$ cat config.mk
export PLATFORM = sky130hd
export DESIGN_NAME = cpu_ctrl_seq
export DESIGN_NICKNAME = d
export VERILOG_FILES = /design/src/rtl/cpu_ctrl_seq.sv
export SDC_FILE = /design/constraint.sdc
export NUM_CORES = 1
export LEC_CHECK = 0
export CAP_MARGIN = 20
export CORE_ASPECT_RATIO = 1.2
export CORE_MARGIN = 5
export CORE_UTILIZATION = 47
export CTS_CLUSTER_SIZE = 25
export DETAILED_ROUTE_END_ITERATION = 10
export PLACE_DENSITY = 0.88
export SLEW_MARGIN = 20
export SYNTH_ARGS = -nofsm -noshare
export SYNTH_HDL_FRONTEND = slang
export SYNTH_SLANG_ARGS = --single-unit
$ cat constraint.sdc
create_clock -name clk -period 2.4 [get_ports clk]
set_input_delay 0.48 -clock clk [delete_from_list [all_inputs] [get_ports clk]]
set_output_delay 0.48 -clock clk [all_outputs]
set_load 0.01 [all_outputs]
$ cat src/rtl/cpu_ctrl_seq.sv
// Multi-cycle CPU control sequencer: FETCH/DECODE/EXEC/WB per instruction,
// with instruction-count halting, branch/jump PC update and sticky illegal-opcode flag.
module cpu_ctrl_seq #(
  parameter logic [31:0] ENTRY_PC = 32'h28,
  parameter logic [2:0]  OP_ADD   = 3'b010,
  parameter logic [2:0]  OP_SUB   = 3'b110
) (
  input  logic        clk,
  input  logic        rst_n,
  input  logic        start,
  input  logic [7:0]  ins_limit,
  input  logic [31:0] ins,
  input  logic [31:0] imm,
  input  logic        zero,
  output logic [31:0] pc,
  output logic        reg_write,
  output logic        alu_src,
  output logic [2:0]  op,
  output logic        mem_write,
  output logic [7:0]  retired,
  output logic        busy,
  output logic        halted,
  output logic        illegal
);

  typedef enum logic [2:0] {IDLE, FETCH, DECODE, EXEC, WB, HALT} state_t;

  state_t      r_state;
  logic        r_dec_rw;
  logic        r_dec_mw;
  logic        r_dec_sb;
  logic        r_dec_uj;
  logic        r_take;
  logic [31:0] r_imm;

  logic        w_alu_src;
  logic [2:0]  w_op;
  logic        w_rw;
  logic        w_mw;
  logic        w_sb;
  logic        w_uj;
  logic        w_ill;
  logic [7:0]  w_ret_inc;
  logic        w_limit_hit;
  logic [31:0] w_pc_seq;
  logic [31:0] w_pc_tgt;
  logic        w_unused;

  // Only the opcode field steers control; the remaining bits belong to the datapath.
  assign w_unused = ^ins[31:7];

  always_comb begin
    w_alu_src = 1'b0;
    w_op      = OP_ADD;
    w_rw      = 1'b0;
    w_mw      = 1'b0;
    w_sb      = 1'b0;
    w_uj      = 1'b0;
    w_ill     = 1'b0;
    case (ins[6:0])
      7'h33:        w_rw = 1'b1;
      7'h03, 7'h13: begin w_alu_src = 1'b1; w_rw = 1'b1; end
      7'h23:        begin w_alu_src = 1'b1; w_mw = 1'b1; end
      7'h63:        begin w_op = OP_SUB; w_sb = 1'b1; end
      7'h6F:        begin w_alu_src = 1'b1; w_uj = 1'b1; end
      default:      w_ill = 1'b1;
    endcase
  end

  assign w_ret_inc   = retired + 8'd1;
  assign w_limit_hit = (ins_limit != 8'd0) && (w_ret_inc == ins_limit);
  assign w_pc_seq    = pc + 32'd4;
  assign w_pc_tgt    = pc + r_imm;

  always_ff @(posedge clk or negedge rst_n) begin
    if (!rst_n) begin
      r_state   <= IDLE;
      pc        <= ENTRY_PC;
      retired   <= 8'd0;
      reg_write <= 1'b0;
      mem_write <= 1'b0;
      alu_src   <= 1'b0;
      op        <= OP_ADD;
      busy      <= 1'b0;
      halted    <= 1'b0;
      illegal   <= 1'b0;
      r_dec_rw  <= 1'b0;
      r_dec_mw  <= 1'b0;
      r_dec_sb  <= 1'b0;
      r_dec_uj  <= 1'b0;
      r_take    <= 1'b0;
      r_imm     <= 32'd0;
    end else begin
      case (r_state)
        IDLE, HALT: begin
          if (start) begin
            r_state <= FETCH;
            pc      <= ENTRY_PC;
            retired <= 8'd0;
            illegal <= 1'b0;
            busy    <= 1'b1;
            halted  <= 1'b0;
          end
        end
        FETCH: r_state <= DECODE;
        DECODE: begin
          r_state  <= EXEC;
          r_dec_rw <= w_rw;
          r_dec_mw <= w_mw;
          r_dec_sb <= w_sb;
          r_dec_uj <= w_uj;
          r_imm    <= imm;
          // An unknown opcode leaves the ALU controls at their last decoded values.
          if (w_ill) begin
            illegal <= 1'b1;
          end else begin
            alu_src <= w_alu_src;
            op      <= w_op;
          end
        end
        EXEC: begin
          r_state   <= WB;
          r_take    <= r_dec_sb & zero;
          reg_write <= r_dec_rw;
          mem_write <= r_dec_mw;
        end
        WB: begin
          reg_write <= 1'b0;
          mem_write <= 1'b0;
          retired   <= w_ret_inc;
          pc        <= (r_take || r_dec_uj) ? w_pc_tgt : w_pc_seq;
          if (illegal || w_limit_hit) begin
            r_state <= HALT;
            busy    <= 1'b0;
            halted  <= 1'b1;
          end else begin
            r_state <= FETCH;
          end
        end
        default: begin
          r_state <= IDLE;
          busy    <= 1'b0;
          halted  <= 1'b0;
        end
      endcase
    end
  end

endmodule

Word level (Yosys, flattened, before mapping)
Cells that the tools add are included. Widths: inputs -> output; s select.

Memory bits (writable): 0. Logic and storage cells: 77. Memories kept: 0. Memory bits (read-only): 0. Bits in latches: 0. Bits in registers: 89.

$add $sub $neg: 3. Multipliers: 0. Reductions and logical operators: 17. Multiplexer cells: 24. Div/mod/pow operators: 0. Eq/ne operators: 15. Magnitude comparators: 0. Shift operators: 0. Bitwise logic cells: 2.

Operators with widths (number): $mux 32 (2); $pmux 32 s2 (1); $add 32x3->32 const B (1); $add 32x32->32 (1); $pmux 8 s2 (1); $pmux 3 s5 (1); $eq 7x6->1 const B (2); $eq 7x7->1 const B (2); $mux 1 (10); $mux 3 (3); $add 8x1->8 const B (1); $eq 8x8->1 (1); $mux 8 (1); $reduce_bool 8->1 (1); $eq 7x2->1 const B (1); $eq 7x5->1 const B (1); $eq 3x2->1 const B (2); $eq 3x3->1 const B (2); $ne 2x2->1 const B (3); $pmux 1 s2 (3); $pmux 1 s3 (2); $reduce_and 3->1 (2); $reduce_bool 2->1 (3); $reduce_or 3->1 (2); 10 further kinds (12).

Depth between registers and ports, before layout
Gate-level depths: netlist (run 1).

Depth after elaboration: 6. Gate-level depth with buffers: 13. Mapped depth without buffers: 13.

Least setup slack after synthesis (run 1)
No wires, ideal clock.

Path type: flip-flop to flip-flop. Start point: register pc[8]. End point: register pc[31]. Setup time: 0.071 ns. Period minus slack after synthesis: 2.700 ns. Data required time: 2.329 ns. Data arrival time: 2.630 ns. Stages on the path, launching flop included: 12. Path slack: -0.300 ns. Path buffers: 0. Path through: dfrtp_1 -> ha_1 -> a211oi_1 -> nor2_1 -> o311ai_2 -> a211oi_2 -> nor4b_2 -> o21ai_2 -> a31oi_1 -> xor2_1 -> or3_1 -> nand4_1.

Cells in the longest elaborated chain, start to end: 3. Elaborated cells between the ends (all ways): 4. Those cells by class: add/sub: 2; mux: 2.

Ends and longest elaborated chain: start: declaration (line 15) `output logic [31:0] pc,`; start signal: assignment (line 131) `pc <= (r_take || r_dec_uj) ? w_pc_tgt : w_pc_seq;`; $add 32x3->32 / $add 32x32->32 (equally long branches) (line 72, 73); $mux 32 (*) (line 131); $pmux 32 s2 (*) (line 94) `case (r_state)`.

Mark *: on every way between the ends. The rest lies on a longest branch, timed or not. A chain may end at the register's enable or synchronous reset.

Worst setup path after layout (run 1)
Start point: register pc[0]. End point: register pc[24].

Same word-level chain as after synthesis.

==> results of run 1 <==
## worst max path at each step
stage	to	slack [ps]	cells after the start
2_1_floorplan	pc[31]	-90	11
3_3_place_gp	pc[31]	-230	11
3_5_place_dp	halted	-330	10
4_1_cts	pc[31]	-260	11
5_1_grt	pc[24]	-530	13
6_report	pc[24]	-420	13
## layer usage
metal | up-vias | global-route usage (%) | wire length, um
li1 | 3077 | - | -
met1 | 3237 | 30.67 | 7683
met2 | 466 | 46.64 | 10730
met3 | 129 | 4.907 | 1811
met4 | 0 | 14.90 | 1222
met5 | - | 0 | 0
## sequential cells by signal, summed over array words and instances (netlist names), 3 cells and up
name / cells
pc: 32
retired: 8
r_imm: 32
r_state: 3
## cell usage after synthesis (7+ instances only)
cell / instances
o221ai_1: 10
and3_1: 7
inv_1: 18
nand2_1: 168
a21oi_1: 47
o31ai_1: 7
nand3_1: 21
ha_1: 33
xnor2_1: 22
nand4_1: 11
a21o_1: 14
nor2b_1: 7
xor2_1: 15
nor3_1: 10
a31oi_1: 11
o21ai_0: 75
clkbuf_1: 26
dfrtp_1: 85
nand2b_1: 10
nor2_1: 42
## power by group through the flow
stage | Combinational (mW) | Clock (mW) | Sequential [mW]
2_1_floorplan | 2.26 | 0 | 2.21
3_3_place_gp | 3.76 | 0 | 2.23
3_5_place_dp | 3.91 | 0 | 2.25
4_1_cts | 4.19 | 1.36 | 2.22
5_1_grt | 4.90 | 1.44 | 2.28
6_report | 4.56 | 1.36 | 2.25
## area by class of cell
type                    instances  area share, %
multi-input cells             605          46.30
flip-flops and latches         87          24.47
repair buffers                237          22.99
clock buffers                  10          2.674
well taps                     164          2.296
inverters                      18         0.7561
clock inverters                 6         0.5041
## kinds of logic (layout without fill, tap and decap cells)
family                   Yosys count  count (layout)  share of synthesized area (%)
AND/OR/NAND/NOR                  313             313                          24.27
AO/OA/AOI/OAI                    219             219                          23.15
flip-flops                        87              87                          36.54
buffers and inverters             49             271                          3.230
XOR/XNOR                          37              37                          5.432
adder cells (fa/ha/maj)           34              34                          7.257
other                              2               2                         0.1259
## worst max-delay path, delay by kind of cell (launching register included)
kind / cells / cell delay, ps
compound gates: 8 / 1390
fa+ha+maj: 2 / 610
flops: 1 / 400
simple gates: 2 / 260
buf+inv: 1 / 50
## timing repair
action / in CTS / in global routing
pin swaps: 26 / 27
buffers inserted: 9 / 9
endpoints found under the setup margin: 20 / 28
resized for setup: 46 / 42
## per-stage QoR
stage	power [mW]	utilization, %	hold slack (ps)	cells	setup slack [ps]
after floorplan	4.475	-	184.4	741	-92.13
after global placement	5.981	64.94	405.2	1097	-225.9
after detailed placement	6.161	64.94	408.9	1097	-325.1
after CTS	7.775	69.27	41.15	1122	-258.6
after global routing	8.623	71.17	60.88	1127	-531.0
final	8.165	71.17	32.84	1127	-424.2
==> metrics.yaml, run 1 <==
grt:
  grt_pass1_vias: 6891
  grtUsageTotal_pct: 26.76
  grt_max_degree: 63
  grt_pass1_wl_um: 32820
  antenna_found_initial: 0
  grt_overflow: 0
yosys:
  yosysUniqueCellTypes: 68
  ys_warn_count: 0
  ys_top_cells_by_area: "dfrtp_1 36%, nand2_1 11%, ha_1 6.9%, o21ai_0 6.3%, a21oi_1 3.9%"
  avgSynthCellArea_sq_um: 8.051
  synth-seq-area-share_pct: 36.54
  synth_edf_count: 0
  synthFlopType: "dfrtp_1"
  syn_inst: 741
  yosysTopAreaCell: "dfrtp_1"
  synth_top_cell_area_share_pct: 35.65
  synth.net_count: 851
  netlist_area_sq_um: 5966
  async_reset_ff_share_pct: 100.0
  ys_ff_latch: 87
sta:
  slew-limit-headroom_pct: 38.73
  setup-violations-final: 19
  finalHoldViolCount: 0
  rsz0062_at_grt: "true"
  min_period_ps: 2824
  final.setup.tns_ps: -4617
  drv_slew: 0
  max_slew.worst_pin.slew_ps: 915.7
  fmaxAchievable_mhz: 354.1
  fin_skew_ps: 7.888
  fin_crit_sh_pct: 117.7
  setup_ws_ps: -424.2
placed_design:
  portBuffers: 97
  placedInstanceArea_sq_um: 8154
  gp_congestion: 0.9494
  dp_hpwl_um: 13950
detailed_routing:
  drtAntennaViolNets: 0
  wire_per_inst_um: 19.03
  drtPass1Iterations: 5
  drt_iter0_markers: 612
  via_per_inst: 6.130
  routed_wl_um: 21440
  vias: 6909
  route.detailed.drc: 0
worst_setup_path:
  reg2reg_to: "pc[24]"
  startpoint: "pc[0]"
  critPathLaunchType: "register"
  required_ps: 2640
  cp-end-kind: "register"
  max_stage_delay_ps: 410
  cp_max_fo: 4
  cp_cell_sequence: "ha_2 > inv_2 > fa_2 > nor2b_4 > o21ai_4 > a21oi_2 > o211a_1 > o211ai_1 > a21o_1 > a2111o_1 > o311ai_2 > nand2_1 > o311ai_1"
  r2r_setup_slack_ps: -420
  crit_path_top_delay_cell: "a2111o_1"
  arrival_ps: 3070
  rr_worst_depth: 13
  rr_startpoint: "pc[0]"
  critical_path_class: "register to register"
clock_tree:
  cts_buffers: 9
  ctsLongestPathBuffers: 2
  htreeDepth: 3
  tritoncts: "yes"
  path_clk_slew_ps: 70
  clock_latency_ps: 350
  cts_sinks: 87
  cts_root_buffer: "clkbuf_16"
  ctsHoldBuffers: 0
cells_and_area:
  nets: 1068
  final_common_cell: "nand2_1"
  fin_area_sq_um: 8936
  area.growth.synth_to_final_pct: 49.79
  fillers: 850
  final_cell_mix: "168 x nand2_1, 134 x buf_4, 96 x clkdlybuf4s50_1, 79 x dfrtp_1, 63 x o21ai_0"
  antennaDiodeCount: 0
  multi_input_area_sq_um: 4138
  drive_gt1_share_pct: 26.48
  regArea_sq_um: 2187
die:
  start_util_pct: 47.51
  core_area_sq_um: 12560
  fp.dieArea_sq_um: 15060
  ios: 125
  die_w_um: 112.8
  fp-row-count: 45
  die_y_um: 133.4
status:
  status: "finished, violations left"
  violations: "setup timing"
power_and_ir_drop:
  p_sw_mw: 3.514
  power_frac_clock_pct: 16.6
  p_leak_nw: 4.030
  p_seq_share_pct: 27.6
  switching_share_pct: 43.04
  p_int_mw: 4.651
  vdd_drop_max_mv: 0.6796
  p_per_area_nw_per_um2: 913.7
  combPwrFrac_pct: 55.8
worst_hold_path:
  min_path_type: "input pin to async pin"
flow_run:
  maxCapViolCount: 0
(Power assumes the default switching activity.)
==> inputs of run 2 (changes only) <==
--- a/config.mk
+++ b/config.mk
@@ -11,8 +11,10 @@
 export CORE_UTILIZATION = 47
 export CTS_CLUSTER_SIZE = 25
 export DETAILED_ROUTE_END_ITERATION = 10
+export GPL_TIMING_DRIVEN = 0
+export HOLD_SLACK_MARGIN = 0.12
 export PLACE_DENSITY = 0.88
-export SLEW_MARGIN = 20
+export SLEW_MARGIN = 5
 export SYNTH_ARGS = -nofsm -noshare
 export SYNTH_HDL_FRONTEND = slang
 export SYNTH_SLANG_ARGS = --single-unit
==> metrics.yaml, run 2 (synthesis gave the netlist of run 1 again) <==
die:
  die_y_um: 133.4
  core_area_sq_um: 12560
  fp-row-count: 45
  ios: 125
  die_w_um: 112.8
  start_util_pct: 47.51
  fp.dieArea_sq_um: 15060
grt:
  grt_pass1_wl_um: 31040
  grt_overflow: 0
  grt_pass1_vias: 6168
  grt_max_degree: 61
  grtUsageTotal_pct: 25.31
  antenna_found_initial: 0
cells_and_area:
  final_core_util_pct: 68.16
  final_common_cell: "nand2_1"
  largestRegisters: "pc x32, r_imm x32, retired x8"
  antennaDiodeCount: 0
  final_cells: 1062
  final_cell_mix: "164 x nand2_1, 96 x clkdlybuf4s50_1, 74 x dfrtp_1, 60 x o21ai_0, 42 x buf_4"
  nets: 1003
  fin_area_sq_um: 8558
  area.growth.synth_to_final_pct: 43.46
  drive_gt1_share_pct: 21.05
worst_setup_path:
  reg2reg_to: "pc[31]"
  critPathLaunchType: "register"
  cp_cell_sequence: "ha_4 > a21oi_4 > nor3b_4 > o311ai_4 > a211oi_4 > nor4b_4 > o21ai_2 > a31oi_1 > xor2_1 > or3_1 > nand4_1"
  required_ps: 2690
  cp_max_fo: 5
  rr_startpoint: "pc[5]"
  max_stage_delay_ps: 640
  crit_path_top_delay_cell: "dfstp_2"
  critical_path_class: "register to register"
  r2r_setup_slack_ps: -440
  arrival_ps: 3130
  rr_worst_depth: 11
  cp-end-kind: "register"
  startpoint: "pc[5]"
  endpoint: "pc[31]"
sta:
  fin_crit_sh_pct: 118.4
  fin_skew_ps: 8.713
  slew-limit-headroom_pct: 41.86
  drv_slew: 0
  setup_ws_ps: -441.3
  max_slew.worst_pin.slew_ps: 869.0
  min_period_ps: 2841
  fmaxAchievable_mhz: 352.0
  rsz0062_at_grt: "true"
  setup-violations-final: 24
  finalHoldViolCount: 0
flow_run:
  maxCapViolCount: 0
detailed_routing:
  drtAntennaViolNets: 0
  drtPass1Iterations: 5
  via_per_inst: 6.182
  drt_iter0_markers: 591
  vias: 6565
  route.detailed.drc: 0
  wire_per_inst_um: 19.97
  routed_wl_um: 21210
placed_design:
  pre_cts_ws_ps: -500.8
  placedInstanceArea_sq_um: 7346
  portBuffers: 97
  gp_congestion: 0.8799
  placed_cells_incl_taps: 1003
  dp_hpwl_um: 12890
power_and_ir_drop:
  p_leak_nw: 3.639
  power_mw: 7.993
  p_per_area_nw_per_um2: 934.0
  vdd_drop_max_mv: 0.7221
clock_tree:
  tritoncts: "yes"
  cts_root_buffer: "clkbuf_16"
  path_clk_slew_ps: 70
  ctsLongestPathBuffers: 2
  htreeDepth: 3
  cts_sinks: 87
  clock_latency_ps: 360
  cts_buffers: 9
status:
  status: "finished, violations left"
  violations: "setup timing"
worst_hold_path:
  min_path_type: "register to register"
==> run 2: changes by cell type in the layout (fill, tap and decap cells not counted), sizes merged <==
cell	delta
bufinv	+1
clkinvlp	-3
buf	-87
clkbuf	+23
clkinv	+1
dlygate4sd3	+1
inv	-1
==> run 2: layout make-up <==
cell class | instances | area [sq um]
Tap cell | 164 | 205.2
Fill cell | 952 | 3998
Clock buffer | 12 | 246.5
Inverter | 18 | 70.07
Timing Repair Buffer | 146 | 1389
Multi-Input combinational cell | 605 | 4288
Clock inverter | 4 | 56.30
Buffer | 26 | 110.1
Sequential cell | 87 | 2193
==> run 2: metal layers <==
metal | wire length [um] | GRT usage (%)
met4 | 1241 | 12.49
met3 | 1702 | 4.589
met5 | 0 | 0
met1 | 7756 | 30.41
met2 | 10510 | 43.31
==> run 2: what timing repair did <==
item                       CTS  global route
pin swaps                   39            41
hold buffers                 1             0
resized for setup           48            83
hold endpoints to repair    27             0
setup endpoints to repair   28            49
setup buffers               25            23
==> run 2: worst max-delay path: cells and delay by family (launching register included) <==
family,cells,cell delay [ps]
flops,1,640
fa+ha+maj,1,220
simple gates,4,760
xor+xnor,1,150
compound gates,5,1020
==> run 2: worst min-delay path by stage <==
stage                          from        end  slack, ps  depth (start not counted)
after floorplan               rst_n    alu_src        180                          0
after global placement     r_dec_rw   r_dec_rw        460                          2
after detailed placement      rst_n  r_imm[23]        440                          1
after CTS                  r_dec_rw   r_dec_rw        490                          2
after global routing      r_imm[26]  r_imm[26]        510                          2
final                      r_dec_rw   r_dec_rw        480                          2
==> run 2: report_power, final <==
part | internal [mW] | switching [mW] | total [mW] | leakage (nW)
Sequential | 1.88 | 0.396 | 2.28 | 1.12
Clock | 0.843 | 0.636 | 1.48 | 0.147
Combinational | 1.77 | 2.47 | 4.24 | 2.37
==> run 2: per-stage QoR <==
stage                     TNS, ps  hold slack (ps)
after floorplan            -213.9            184.4
after global placement    -212170            461.1
final                       -5292            484.0
after detailed placement   -10340            435.1
after global routing        -7048            506.0
after CTS                   -3134            486.5
==> RTL change: new RTL, settings of run 1 <==
Add an input register stage for `start`, `ins_limit`, `ins`, `imm` and `zero`, with the module's reset; this delays them by one clock.
--- a/src/rtl/cpu_ctrl_seq.sv
+++ b/src/rtl/cpu_ctrl_seq.sv
@@ -26,4 +26,26 @@
   typedef enum logic [2:0] {IDLE, FETCH, DECODE, EXEC, WB, HALT} state_t;
 
+  logic start_q;
+  logic [7:0] ins_limit_q;
+  logic [31:0] ins_q;
+  logic [31:0] imm_q;
+  logic zero_q;
+
+  always_ff @(posedge clk or negedge rst_n) begin
+    if (!rst_n) begin
+      start_q     <= '0;
+      ins_limit_q <= '0;
+      ins_q       <= '0;
+      imm_q       <= '0;
+      zero_q      <= '0;
+    end else begin
+      start_q     <= start;
+      ins_limit_q <= ins_limit;
+      ins_q       <= ins;
+      imm_q       <= imm;
+      zero_q      <= zero;
+    end
+  end
+
   state_t      r_state;
   logic        r_dec_rw;
@@ -48,5 +70,5 @@
 
   // Only the opcode field steers control; the remaining bits belong to the datapath.
-  assign w_unused = ^ins[31:7];
+  assign w_unused = ^ins_q[31:7];
 
   always_comb begin
@@ -58,5 +80,5 @@
     w_uj      = 1'b0;
     w_ill     = 1'b0;
-    case (ins[6:0])
+    case (ins_q[6:0])
       7'h33:        w_rw = 1'b1;
       7'h03, 7'h13: begin w_alu_src = 1'b1; w_rw = 1'b1; end
@@ -69,5 +91,5 @@
 
   assign w_ret_inc   = retired + 8'd1;
-  assign w_limit_hit = (ins_limit != 8'd0) && (w_ret_inc == ins_limit);
+  assign w_limit_hit = (ins_limit_q != 8'd0) && (w_ret_inc == ins_limit_q);
   assign w_pc_seq    = pc + 32'd4;
   assign w_pc_tgt    = pc + r_imm;
@@ -94,5 +116,5 @@
       case (r_state)
         IDLE, HALT: begin
-          if (start) begin
+          if (start_q) begin
             r_state <= FETCH;
             pc      <= ENTRY_PC;
@@ -110,5 +132,5 @@
           r_dec_sb <= w_sb;
           r_dec_uj <= w_uj;
-          r_imm    <= imm;
+          r_imm    <= imm_q;
           // An unknown opcode leaves the ALU controls at their last decoded values.
           if (w_ill) begin
@@ -121,5 +143,5 @@
         EXEC: begin
           r_state   <= WB;
-          r_take    <= r_dec_sb & zero;
+          r_take    <= r_dec_sb & zero_q;
           reg_write <= r_dec_rw;
           mem_write <= r_dec_mw;
Function: changed (a bounded check fails within 4 cycles, from zero or initial values and one cycle with rst_n low).
==> RTL change against run 1 <==
  * The flow still finishes with violations (setup timing)
  * Worst hold slack better by 400 ps
  * Setup slack improved by 240 ps
  * Critical path type unchanged
  * Wire length fell by 3.2%
  * Clock power is 98% higher
  * Combinational power decreased by 17%
  * Highest routed layer unchanged
  * First-iteration DRC count fell by 11%
  * Cell area up 11%
  * Synthesized area increased by 19%
  * Largest cell class unchanged
  * Total power up 18%
  * Die area rose by 17%
  * Sequential cell count is 49 higher
==> RTL change: results (changes against run 1) <==
| Metric | Value |
|---|---|
| Status | `complete, but fails checks` |
| Failing checks | `setup timing` |
| Mux share of post-synthesis cell area | `0.282% (+0.28 points)` |
| Met3 wire length | `1.55 mm (-14%)` |
| Met1 Use GR | `25.5% (-5.2 points)` |
| Post-Synth XOR/XNOR Area | `5.06% (-0.38 points)` |
| Initial antenna violation count | `0 (unchanged)` |
| Worst Path Max Fanout | `5 (+1)` |
| Clk_skew | `18.1 ps (+10.2 ps)` |
| Most used DFF post-synth | `dfrtp_1` |
| Largest net degree at the start of global routing | `48 (-24%)` |
| Setup TNS | `-1130 ps (+3490 ps)` |
| CTS buffer count | `17 (+8)` |
| Root buffer cell | `clkbuf_16` |
| Net Count, Synth | `881 (+3.5%)` |
| Total track usage | `23.6% (-3.2 points)` |
| Pre-CTS WS | `-301 ps (+23.6 ps)` |
| Leakage | `4.47 nW (+11%)` |
| Met2 Routed Length | `10.8 mm (+0.41%)` |
| Number of DRC markers in iteration 0 | `545 (-11%)` |
| Clock Latency Late Sink | `440 ps (+90 ps)` |
| Ys async rst share | `100% (unchanged)` |
| Final WS setup | `-184 ps (+240 ps)` |
| Met2 usage | `41.7% (-5.0 points)` |
| Hold/Removal Path Class | `reg -> reg` |
| H-tree levels | `4 (+1)` |
| Library cells used by synthesis | `63 (-7.4%)` |
| Worst vdd ir | `635 uV (-6.5%)` |
| Slew @ Worst Pin | `547 ps (-369 ps)` |
| Max Buffers Root-to-Sink | `2 (unchanged)` |
| Max-cap check violation count | `0 (unchanged)` |
| Max layer used | `met4` |
| Wire per inst | `17.8 um (-6.4%)` |
| Gpl congestion | `0.902 (-5.0%)` |
| Sequential cell area fraction in the yosys report | `47.9% (+11 points)` |
| Routed vias | `6,729 (-2.6%)` |
| Dpl cells | `1,123 (+2.4%)` |
| Compound-Gate Fraction of Synth Area | `19.4% (-3.8 points)` |
| Layout cell share with drive strength beyond 1 | `19.9% (-6.6 points)` |
| Top Registers | `imm_q: 32 flops, pc: 32 flops, r_imm: 32 flops` |
| M3 GR Usage | `5.75% (+0.85 points)` |
| Placement Cell Area | `0.00897 sq mm (+10%)` |
| Post-synthesis cell count | `771 (+4.0%)` |
| Cell Count, Final, Fillers Out | `1,165 (+3.4%)` |
| Port bufs | `97 (unchanged)` |
| Vias in the first global route | `6,988 (+1.4%)` |
| Hpwl dp | `14.1 mm (+0.84%)` |
| Pre-antenna DRT Iters | `5 (unchanged)` |
| Commonest cells in the netlist | `160 x nand2_1, 134 x dfrtp_1, 54 x a21oi_1, 41 x nor2_1, 41 x o21ai_0` |
| Largest cells by area after synthesis | `dfrtp_1 47%, nand2_1 8.5%, ha_1 5.8%` |
| Post-synthesis adder-cell area fraction | `6.09% (-1.2 points)` |
| Met1 Wirelength | `7.56 mm (-1.5%)` |
| Final setup vio count | `11 (-8)` |
| Clock-pin slew on the worst setup and hold paths | `60 ps` |
| Fillers | `1,047 (+23%)` |
| First-pass GRT wire length | `32.7 mm (-0.38%)` |
| Antenna Cells | `0 (unchanged)` |
| Critical Path AT | `2880 ps (-190 ps)` |
| Synth warn | `0 (unchanged)` |
[RTL change: worst max-delay path, stage by stage, from the launching register on]
cell	delay, ps
dfrtp_1	400
ha_2	200
inv_2	60
fa_2	210
nor2b_2	50
o21ai_2	150
a21boi_2	90
o31ai_2	250
nand3b_1	240
a41oi_2	240
buf_6	170
o21bai_1	80
xnor2_1	160
o221ai_1	140
[RTL change: layout make-up]
cell class                 count  area (sq um)  area share (%)
sequential                   136          3410            34.4
clock inverter                14           171            1.73
inverter                      16          60.1           0.606
multi-input combinational    587          3860            38.9
timing repair buffer         190          1720            17.4
tap                          204           255            2.57
clock buffer                  18           439            4.43
[RTL change: timing repair]
item / CTS / global route
endpoints found under the setup margin: 15 / 20
pin swaps: 35 / 29
hold endpoints to repair: 39 / 0
gates resized for setup: 29 / 23
setup buffers: 11 / 3
hold buffers: 1 / 0
[RTL change: cell families after synthesis]
group / after synthesis
AOI/OAI and AO/OA: 222
xor gates and xnor gates: 41
adders and majority gates: 34
buffers and inverters: 48
DFF: 136
muxes: 2
other: 2
and+or+nand+nor: 286
[RTL change: report_power, final]
group / total (mW) / leakage [nW] / internal, mW / switching [mW]
Sequential: 3.17 / 1.71 / 2.73 / 0.439
Combinational: 3.78 / 2.46 / 1.69 / 2.10
Clock: 2.69 / 0.293 / 1.67 / 1.02
Total: 9.64 / 4.47 / 6.08 / 3.56
[RTL change: worst paths after layout]
check,start,end,slack [ps],depth (start not counted)
worst max-delay path,r_imm[0],pc[22],-180,13
worst min-delay path,imm_q[4],r_imm[4],430,2
worst max register to register,r_imm[0],pc[22],-180,13
worst min register to register,imm_q[4],r_imm[4],430,2
max in group asynchronous,rst_n,r_dec_mw,1170,3
min in group asynchronous,rst_n,ins_limit_q[1],560,2
